## src/rtl/uart_rx_frame_assembler_pkg.sv

```systemverilog
// Shared types for the UART receive side.
package uart_rx_frame_assembler_pkg;

   // Frame assembler FSM states. The Err* pair mirrors Ack/WaitLow but marks a dropped byte.
   typedef enum logic [2:0] {
      StWaitByte,
      StAck,
      StWaitLow,
      StErrAck,
      StErrLow
   } rx_asm_state_t;

endpackage

```

## src/rtl/uart_rx_frame_assembler_if.sv

```systemverilog
// Receiver-side handshake plus assembled-frame outputs of the frame assembler.
interface uart_rx_frame_assembler_if #(
   parameter int unsigned BYTE_W = 8,
   parameter int unsigned OUT_W  = 8,
   parameter int unsigned CNT_W  = 2
);
   logic              rx_interrupt;
   logic              rx_error;
   logic [BYTE_W-1:0] rx_data;
   logic              clear_interrupt;
   logic              frame_valid;
   logic [OUT_W-1:0]  frame_data;
   logic              frame_error;
   logic              busy;
   logic [CNT_W-1:0]  chunk_count;

   // Assembler side.
   modport slave (
      input  rx_interrupt, rx_error, rx_data,
      output clear_interrupt, frame_valid, frame_data, frame_error, busy, chunk_count
   );

   // Receiver / consumer side.
   modport master (
      output rx_interrupt, rx_error, rx_data,
      input  clear_interrupt, frame_valid, frame_data, frame_error, busy, chunk_count
   );
endinterface

```

## src/rtl/uart_rx_frame_assembler_rx_timeout_timer.sv

```systemverilog
// Inter-byte timeout counter. Expires on the enabled cycle that would bring the count to
// TIMEOUT_CYC; a TIMEOUT_CYC of 0 removes the counter entirely.
module rx_timeout_timer #(
   parameter int unsigned TIMEOUT_CYC = 0
) (
   input  logic clk,
   input  logic reset,
   input  logic i_load,
   input  logic i_clear,
   input  logic i_enable,
   output logic o_expired
);

   if (TIMEOUT_CYC == 0) begin : g_tieoff
      logic w_unused;
      assign w_unused  = ^{clk, reset, i_load, i_clear, i_enable};
      assign o_expired = 1'b0;
   end else begin : g_timer
      localparam int unsigned TW = $clog2(TIMEOUT_CYC + 1);
      logic [TW-1:0] r_cnt;

      // Count idle cycles; any capture or frame drop restarts from zero.
      always_ff @(posedge clk or negedge reset) begin
         if (!reset) begin
            r_cnt <= '0;
         end else if (i_load || i_clear) begin
            r_cnt <= '0;
         end else if (i_enable) begin
            r_cnt <= r_cnt + TW'(1);
         end
      end

      assign o_expired = i_enable && (r_cnt == TW'(TIMEOUT_CYC - 1));
   end

endmodule

```

## src/rtl/uart_rx_frame_assembler.sv

```systemverilog
// Packs the low CHUNK_W bits of NUM_CHUNKS received bytes into one frame word, acknowledging
// every byte to the receiver and dropping partial frames on receive errors or timeouts.
module uart_rx_frame_assembler
   import uart_rx_frame_assembler_pkg::*;
#(
   parameter int unsigned BYTE_W      = 8,
   parameter int unsigned CHUNK_W     = 4,
   parameter int unsigned NUM_CHUNKS  = 2,
   parameter bit          MSB_FIRST   = 1'b1,
   parameter int unsigned TIMEOUT_CYC = 0
) (
   input logic                        clk,
   input logic                        reset,
   uart_rx_frame_assembler_if.slave   bus
);

   localparam int unsigned OUT_W = CHUNK_W * NUM_CHUNKS;
   localparam int unsigned CNT_W = $clog2(NUM_CHUNKS + 1);

   rx_asm_state_t      r_state;
   rx_asm_state_t      w_state_next;
   logic [OUT_W-1:0]   r_shift;
   logic [OUT_W-1:0]   r_frame_data;
   logic [CNT_W-1:0]   r_count;
   logic               r_frame_valid;
   logic               r_frame_error;

   logic [CHUNK_W-1:0] w_chunk;
   logic [OUT_W-1:0]   w_shift_next;
   logic               w_capture;
   logic               w_rx_err;
   logic               w_last;
   logic               w_timer_en;
   logic               w_expired;
   logic               w_timeout;
   logic               w_drop;
   logic               w_clear_interrupt;
   logic [BYTE_W-1:0]  w_unused_rx_data;

   // Upper rx_data bits are deliberately ignored.
   assign w_unused_rx_data = bus.rx_data;
   assign w_chunk          = bus.rx_data[CHUNK_W-1:0];

   assign w_capture  = (r_state == StWaitByte) && bus.rx_interrupt && !bus.rx_error;
   assign w_rx_err   = (r_state == StWaitByte) && bus.rx_interrupt && bus.rx_error;
   assign w_last     = (r_count == CNT_W'(NUM_CHUNKS - 1));
   assign w_timer_en = (r_state == StWaitByte) && (r_count != '0);
   // A pending byte takes priority over an expiring timer.
   assign w_timeout  = w_expired && !bus.rx_interrupt;
   assign w_drop     = w_rx_err || w_timeout;

   // MSB-first shifts left (new chunk lowest); LSB-first shifts right (new chunk highest).
   assign w_shift_next = MSB_FIRST ? ((r_shift << CHUNK_W) | OUT_W'(w_chunk))
                                   : ((r_shift >> CHUNK_W) | (OUT_W'(w_chunk) << (OUT_W - CHUNK_W)));

   rx_timeout_timer #(
      .TIMEOUT_CYC (TIMEOUT_CYC)
   ) u_timer (
      .clk       (clk),
      .reset     (reset),
      .i_load    (w_capture),
      .i_clear   (w_drop),
      .i_enable  (w_timer_en),
      .o_expired (w_expired)
   );

   // FSM state register.
   always_ff @(posedge clk or negedge reset) begin
      if (!reset) begin
         r_state <= StWaitByte;
      end else begin
         r_state <= w_state_next;
      end
   end

   // FSM next state: ack each interrupt once, then wait for the receiver to drop it.
   always_comb begin
      w_state_next = r_state;
      unique case (r_state)
         StWaitByte: begin
            if (bus.rx_interrupt) begin
               w_state_next = bus.rx_error ? StErrAck : StAck;
            end
         end
         StAck:    w_state_next = StWaitLow;
         StErrAck: w_state_next = StErrLow;
         StWaitLow, StErrLow: begin
            if (!bus.rx_interrupt) begin
               w_state_next = StWaitByte;
            end
         end
         default:  w_state_next = StWaitByte;
      endcase
   end

   // FSM outputs: clear pulse is a one-cycle Moore output of the ack states.
   always_comb begin
      w_clear_interrupt = 1'b0;
      unique case (r_state)
         StAck, StErrAck: w_clear_interrupt = 1'b1;
         default:         w_clear_interrupt = 1'b0;
      endcase
   end

   // Chunk collection, frame completion and drop handling.
   always_ff @(posedge clk or negedge reset) begin
      if (!reset) begin
         r_shift       <= '0;
         r_frame_data  <= '0;
         r_count       <= '0;
         r_frame_valid <= 1'b0;
         r_frame_error <= 1'b0;
      end else begin
         r_frame_valid <= 1'b0;
         r_frame_error <= 1'b0;
         if (w_capture) begin
            if (w_last) begin
               r_frame_data  <= w_shift_next;
               r_frame_valid <= 1'b1;
               r_count       <= '0;
               r_shift       <= '0;
            end else begin
               r_shift <= w_shift_next;
               r_count <= r_count + CNT_W'(1);
            end
         end else if (w_drop) begin
            r_shift       <= '0;
            r_count       <= '0;
            r_frame_error <= 1'b1;
         end
      end
   end

   assign bus.clear_interrupt = w_clear_interrupt;
   assign bus.frame_valid     = r_frame_valid;
   assign bus.frame_data      = r_frame_data;
   assign bus.frame_error     = r_frame_error;
   assign bus.busy            = (r_count != '0);
   assign bus.chunk_count     = r_count;

endmodule

```

## src/flat_wrapper.sv

```systemverilog
// flat-port wrapper written by rule: the top's interface ports become plain ports
module uart_rx_frame_assembler_flat import uart_rx_frame_assembler_pkg::*;
#(
   parameter int unsigned BYTE_W      = 8,
   parameter int unsigned CHUNK_W     = 4,
   parameter int unsigned NUM_CHUNKS  = 2,
   parameter bit          MSB_FIRST   = 1'b1,
   parameter int unsigned TIMEOUT_CYC = 0
)
  (clk, reset, bus_rx_interrupt, bus_rx_error, bus_rx_data, bus_clear_interrupt, bus_frame_valid, bus_frame_data, bus_frame_error, bus_busy, bus_chunk_count);
  uart_rx_frame_assembler_if #(.BYTE_W(BYTE_W), .OUT_W(8), .CNT_W(2)) bus_i ();
  input logic clk;
  input logic reset;
  input wire logic [$bits(bus_i.rx_interrupt)-1:0] bus_rx_interrupt;
  input wire logic [$bits(bus_i.rx_error)-1:0] bus_rx_error;
  input wire logic [$bits(bus_i.rx_data)-1:0] bus_rx_data;
  output wire logic [$bits(bus_i.clear_interrupt)-1:0] bus_clear_interrupt;
  output wire logic [$bits(bus_i.frame_valid)-1:0] bus_frame_valid;
  output wire logic [$bits(bus_i.frame_data)-1:0] bus_frame_data;
  output wire logic [$bits(bus_i.frame_error)-1:0] bus_frame_error;
  output wire logic [$bits(bus_i.busy)-1:0] bus_busy;
  output wire logic [$bits(bus_i.chunk_count)-1:0] bus_chunk_count;
  assign bus_i.rx_interrupt = bus_rx_interrupt;
  assign bus_i.rx_error = bus_rx_error;
  assign bus_i.rx_data = bus_rx_data;
  assign bus_clear_interrupt = bus_i.clear_interrupt;
  assign bus_frame_valid = bus_i.frame_valid;
  assign bus_frame_data = bus_i.frame_data;
  assign bus_frame_error = bus_i.frame_error;
  assign bus_busy = bus_i.busy;
  assign bus_chunk_count = bus_i.chunk_count;
  uart_rx_frame_assembler #(.BYTE_W(BYTE_W), .CHUNK_W(CHUNK_W), .NUM_CHUNKS(NUM_CHUNKS), .MSB_FIRST(MSB_FIRST), .TIMEOUT_CYC(TIMEOUT_CYC)) u_core (.clk(clk), .reset(reset), .bus(bus_i));
endmodule
```

## config.mk

```make
export PLATFORM = sky130hd
export DESIGN_NAME = uart_rx_frame_assembler_flat
export DESIGN_NICKNAME = d
export VERILOG_FILES = /design/src/rtl/uart_rx_frame_assembler_pkg.sv /design/src/rtl/uart_rx_frame_assembler_if.sv /design/src/rtl/uart_rx_frame_assembler_rx_timeout_timer.sv /design/src/rtl/uart_rx_frame_assembler.sv /design/src/flat_wrapper.sv
export SDC_FILE = /design/constraint.sdc
export NUM_CORES = 1
export LEC_CHECK = 0
export BUFFER_PORTS_ARGS = -buffer_cell sky130_fd_sc_hd__buf_2
export CORE_MARGIN = 1
export CORE_UTILIZATION = 50
export DETAILED_ROUTE_END_ITERATION = 8
export PLACE_DENSITY = 0.8
export REMOVE_ABC_BUFFERS = 1
export SLEW_MARGIN = 20
export SYNTH_ARGS = -nofsm -noshare
export SYNTH_HDL_FRONTEND = slang
export SYNTH_SLANG_ARGS = --single-unit
export TNS_END_PERCENT = 1
```

## constraint.sdc

```tcl
create_clock -name clk -period 2.87 [get_ports clk]
set_clock_uncertainty 0.05 [all_clocks]
set_input_delay 0.574 -clock clk [delete_from_list [all_inputs] [get_ports clk]]
set_output_delay 0.574 -clock clk [all_outputs]
set_load 0.03 [all_outputs]
```

* Word-level counts from Yosys, hierarchy flattened
Index checks and enable logic that the tools add are counted.
Word-level totals: bits in registers 19, input bits 12, output and inout bits 14
Cells by class: add/sub/neg operators 1, equal/unequal tests 7, mux-type cells 15, bitwise operators 1, reductions and logical operators 11
Operators with widths (number):
- two-way mux 4 bit | 3
- case mux 3 bit (4 select lines) | 1
- two-way mux 2 bit | 4
- bitwise OR 8 x 4 -> 8 bit | 1
- == test 3 x 2 -> 1 bit, second input constant | 2
- two-way mux 3 bit | 2
- two-way mux 1 bit | 5
- inequality test 2 bit, second input constant | 2
- AND reduction 2 bit | 2
- nonzero test 2 bit | 2
- OR reduction 2 bit | 2
- == test 3 x 1 -> 1 bit, second input constant | 1
- == test 3 bit, second input constant | 1
- logical AND 1 bit | 3
- logical NOT 3 bit | 1
- adder 2 x 1 -> 2 bit, second input constant | 1
- == test 2 x 1 -> 1 bit, second input constant | 1
- logical NOT 1 bit | 1

* Longest topological paths before layout
depth in word-level cells 5, gate-level depth with buffers 5, gate-level depth less buffers 4

* Hierarchy
A second synthesis with hierarchy kept.
Unflattened totals: cells, all modules 58, area, all modules 773.2 um2
Modules (own cells, without submodules):
- uart_rx_frame_assembler | times used 1, cells each 56, area each 762.0 um2, sequential area each 475.5 um2
- rx_timeout_timer | times used 1, cells each 2, area each 11.3 um2, sequential area each 0.0 um2

* Worst setup path after synthesis
Ideal clock, no wire load.
path kind input -> register, start in bus_rx_interrupt, end reg u_core.r_frame_data[1] (netlist: u_core.bus.frame_data[1]), arrival time 1.656 ns, required time 2.695 ns, path slack 1.039 ns, stages 5, path through or4b_1 -> buf_6 -> clkinv_4 -> nand3b_4 -> mux2_4
Between the ends: cells in the longest elaborated chain, start to end 3
RTL lines:
- from (decl) | line flat_wrapper.sv:14 | input wire logic [$bits(bus_i.rx_interrupt)-1:0] bus_rx_interrupt;
- logical AND 1 bit (2 in series) | line uart_rx_frame_assembler.sv:44 | assign w_capture = (r_state == StWaitByte) && bus.rx_interrupt && !bus.rx_error;
- AND reduction 2 bit (no line)
- to (signal assigned) | line uart_rx_frame_assembler.sv:118 | r_frame_data <= w_shift_next;
- to (decl) | line uart_rx_frame_assembler.sv:23 | logic [OUT_W-1:0] r_frame_data;
Every way passes these cells. A chain may end at the register's enable or synchronous reset.

* Worst setup path in the final report
start reg u_core.r_state[2], end reg u_core.r_frame_data[1] (netlist: u_core.bus.frame_data[1])
Between the ends: cells in the longest elaborated chain, start to end 4
RTL lines:
- from (decl) | line uart_rx_frame_assembler.sv:20 | rx_asm_state_t r_state;
- from (signal assigned) | line uart_rx_frame_assembler.sv:70 | r_state <= StWaitByte;
- from (signal assigned) | line uart_rx_frame_assembler.sv:72 | r_state <= w_state_next;
- logical NOT 3 bit | line uart_rx_frame_assembler.sv:44
- logical AND 1 bit (2 in series) | line uart_rx_frame_assembler.sv:44
- AND reduction 2 bit (no line)
Every way passes these cells.

==> flow_metrics.env <==
export IMPL_outcome="finished, final reports clean"
export IMPL_clkSinkCount=19
export IMPL_synth_top_family_by_area="multiplexers"
export IMPL_numCtsBuffers=3
export IMPL_setup_viol_count_final=0
export IMPL_globalRouteTotalUtil=0.1595
export IMPL_critical_path_buf_inv_count=1
export IMPL_r2r_worst_path_cells=4
export IMPL_num_io_pins=26
export IMPL_fp_row_count=13
export IMPL_timing_hold_violations_final=0
export IMPL_avgViaCountPerCell=5.231
export IMPL_post_layout_minimum_cycle_time_ps=1932
export IMPL_power_clock_fraction=0.135
export IMPL_crit_path_cell_trace="or4b_1, clkinv_4, nand3b_4, mux2_4"
export IMPL_route_detailed_drc=0
export IMPL_hold_ws_ps=147.7
export IMPL_power_per_cell_area_mw_per_mm2=1050
export IMPL_finalCritPeriodShare=0.6732
export IMPL_route_top_layer_used="met3"
export IMPL_p_leak_nw=0.5174
export IMPL_finalMaxSlewViolations=0
export IMPL_startpoint_type="flop"
export IMPL_cts_hold_buf=0
export IMPL_ctsHtreeMaxLevel=1
export IMPL_yosys_area_share_xor_xnor=0
export IMPL_internal_power_mw=0.5677
export IMPL_met3WireLength_microns=44
export IMPL_regToRegStartpoint="u_core.r_state[2]"
export IMPL_register_bit_count_reported_by_yosys=19
export IMPL_num_vias=476
export IMPL_synthesis_area_sq_um=758.2
export IMPL_tritoncts="done"
export IMPL_post_synth_num_cell_types=20
export IMPL_slowest_stage="sky130_fd_sc_hd__or4b_1"
export IMPL_route_met2_wl_microns=562
export IMPL_syn_area_per_cell_sq_um=14.58
export IMPL_drt_initial_drc_count=3
export IMPL_timing_slew_headroom=0.6856
export IMPL_path_delay_family="simple AND/OR/NAND/NOR gates"
export IMPL_clock_tree_buffer_depth=2
export IMPL_cp_depth=4
export IMPL_synth_simple_area_share=0.1205
export IMPL_first_global_vias=368
export IMPL_switching_share=0.3984
export IMPL_yosysWarningCount=0
export IMPL_crit_path_start="u_core.r_state[2]"
export IMPL_synthMuxAreaShare=0.1386
export IMPL_timing_critical_path_arrival_ps=2050
export IMPL_grt_antenna_before_repair=0
export IMPL_rsz0062_at_grt="no"
export IMPL_hold_path_class="input pin to asynchronous set/reset pin"
export IMPL_design_core_area_sq_mm=0.001350
export IMPL_io_buffers=21
export IMPL_finish_net_count=89
export IMPL_grt_overflow_total=0
export IMPL_die_height_microns=40.94
export IMPL_globalplace_congestion=0.6672
export IMPL_postRouteWirelength_mm=1.183
export IMPL_peakVddDrop_uv=558.3
export IMPL_die_x_microns=40.94
export IMPL_cts_root_buffer_cell="sky130_fd_sc_hd__clkbuf_4"
export IMPL_grt_first_pass_wirelength_mm=1.711
export IMPL_total_of_fill_cells_in_the_finished_design=104
export IMPL_critical_path_max_fanout=9
export IMPL_detailedPlacementHpwl_microns=909.3
export IMPL_fin_tns_setup_ps=0
export IMPL_clk_pin_slew_worst_paths_ps=110
export IMPL_crit_type="flop to flop"
export IMPL_drv_cap=0
export IMPL_avgRoutedWirePerCell_microns=13.00
export IMPL_insertedDiodeCount=0
export IMPL_seqPwrFrac=0.443
export IMPL_drtPass1Iterations=3
export IMPL_yosys_area_share_adder=0
export IMPL_clock_fmax_mhz=517.6
export IMPL_initial_utilization=0.5616
export IMPL_drt_met1_wl_microns=576
export IMPL_final_antenna_net_count=0
export IMPL_cp_required_ps=2990
export IMPL_grt_max_degree=20
export IMPL_cts_resized=0
export IMPL_layout_area_overhead_vs_synth_pct=18.48
export IMPL_postCtsSetupBuffers=0
export IMPL_dp_worst_setup_slack_ps=740.5
export IMPL_comb_power_share=0.422
export IMPL_compound_gate_fraction_of_synth_area=0.08251
export IMPL_synthesis_instances=52
export IMPL_worst_slack_setup_final_ps=938.0
export IMPL_crit_path_max_incr_delay_ps=720
export IMPL_timing_worst_slew_pin_value_ps=468.0
export IMPL_clk_insertion_delay_late_ps=280
export IMPL_synth_sequential_area_ratio=0.6271
export IMPL_p_switching_mw=0.3759
export IMPL_worst_setup_path_end_kind="flop"
export IMPL_post_route_cells_drive_above_1_share=0.4737
export IMPL_die_area_sq_mm=0.001676
==> cells in the final DEF, fill, tap and decap left out, types with 2 or more instances in the layout <==
cell type	n
sky130_fd_sc_hd__buf_2	21
sky130_fd_sc_hd__clkbuf_4	3
sky130_fd_sc_hd__dfrtp_1	19
sky130_fd_sc_hd__nand2_1	4
sky130_fd_sc_hd__a22o_1	4
sky130_fd_sc_hd__nor2_1	2
sky130_fd_sc_hd__o21a_1	2
sky130_fd_sc_hd__mux2_4	4
sky130_fd_sc_hd__mux2_2	4
==> final timing paths <==
check / endpoint / slack [ps]
max in group asynchronous: u_core.r_shift[1] / 2330
hold / removal: u_core.r_shift[3] / 150
setup / recovery: u_core.bus.frame_data[1] / 940
min in group clk: u_core.r_state[1] / 430
hold reg to reg: u_core.r_state[1] / 430
setup reg to reg: u_core.bus.frame_data[1] / 940
==> area by class of cell <==
| class | instances | area [sq um] | share of cell area |
|---|---|---|---|
| clock buffer | 3 | 22.52 | 0.02507 |
| clock inverter | 1 | 5.005 | 0.005571 |
| inverter | 2 | 12.51 | 0.01393 |
| multi-input combinational | 30 | 259.0 | 0.2883 |
| sequential | 19 | 475.5 | 0.5292 |
| tap | 15 | 18.77 | 0.02089 |
| timing repair buffer | 21 | 105.1 | 0.1170 |
==> flip-flops by register name, indices dropped and copies added (netlist names) <==
name                    count
u_core.bus.frame_data       8
u_core.r_shift              4
u_core.r_state              3
u_core.bus.chunk_count      2
u_core.bus.frame_error      1
u_core.bus.frame_valid      1
==> metal layers <==
layer	up-vias	track usage
met1	226	0.2278
li1	235	-
met2	15	0.2422
met5	-	0
met4	0	0.05000
met3	0	0.03261
==> power by group through the flow <==
stage | sequential, mW | clock (mW) | combinational (mW)
after CTS | 0.420 | 0.130 | 0.403
final | 0.418 | 0.128 | 0.398
after global routing | 0.434 | 0.143 | 0.429
after detailed placement | 0.426 | 0 | 0.402
after floorplan | 0.532 | 0 | 0.184
after global placement | 0.420 | 0 | 0.394
==> cells in the mapped netlist <==
cell                        n  share of area
sky130_fd_sc_hd__dfrtp_1   19           0.63
sky130_fd_sc_hd__a22o_1     4          0.046
sky130_fd_sc_hd__mux2_2     4          0.059
sky130_fd_sc_hd__mux2_4     4          0.079
sky130_fd_sc_hd__nand2_1    4          0.020
sky130_fd_sc_hd__nor2_1     2         0.0099
sky130_fd_sc_hd__o21a_1     2          0.020
sky130_fd_sc_hd__a211oi_1   1         0.0099
sky130_fd_sc_hd__and2_1     1         0.0083
sky130_fd_sc_hd__and2b_1    1         0.0099
sky130_fd_sc_hd__buf_6      1          0.015
sky130_fd_sc_hd__clkinv_4   1          0.012
sky130_fd_sc_hd__inv_1      1         0.0049
sky130_fd_sc_hd__nand3b_1   1         0.0099
sky130_fd_sc_hd__nand3b_4   1          0.026
sky130_fd_sc_hd__nor2b_1    1         0.0083
sky130_fd_sc_hd__nor3_1     1         0.0066
sky130_fd_sc_hd__o21ai_0    1         0.0066
sky130_fd_sc_hd__or2_2      1         0.0083
sky130_fd_sc_hd__or4b_1     1          0.013
==> stage by stage <==
step           std cells    util  area (sq um)  power (mW)
4_1_cts               91  0.6654         898.4      0.9534
3_5_place_dp          87  0.6450         870.8      0.8281
3_3_place_gp          87  0.6450         870.8      0.8138
5_1_grt               91  0.6654         898.4       1.006
6_report              91  0.6654         898.4      0.9436
2_1_floorplan         51       -         747.0      0.7157
==> cells by family after synthesis <==
logic type / count (synthesis)
AO/OA/AOI/OAI: 8
buffers and inverters: 3
flip-flops: 19
multiplexers: 8
AND/OR/NAND/NOR: 14
Power figures use the tool's default switching activity.
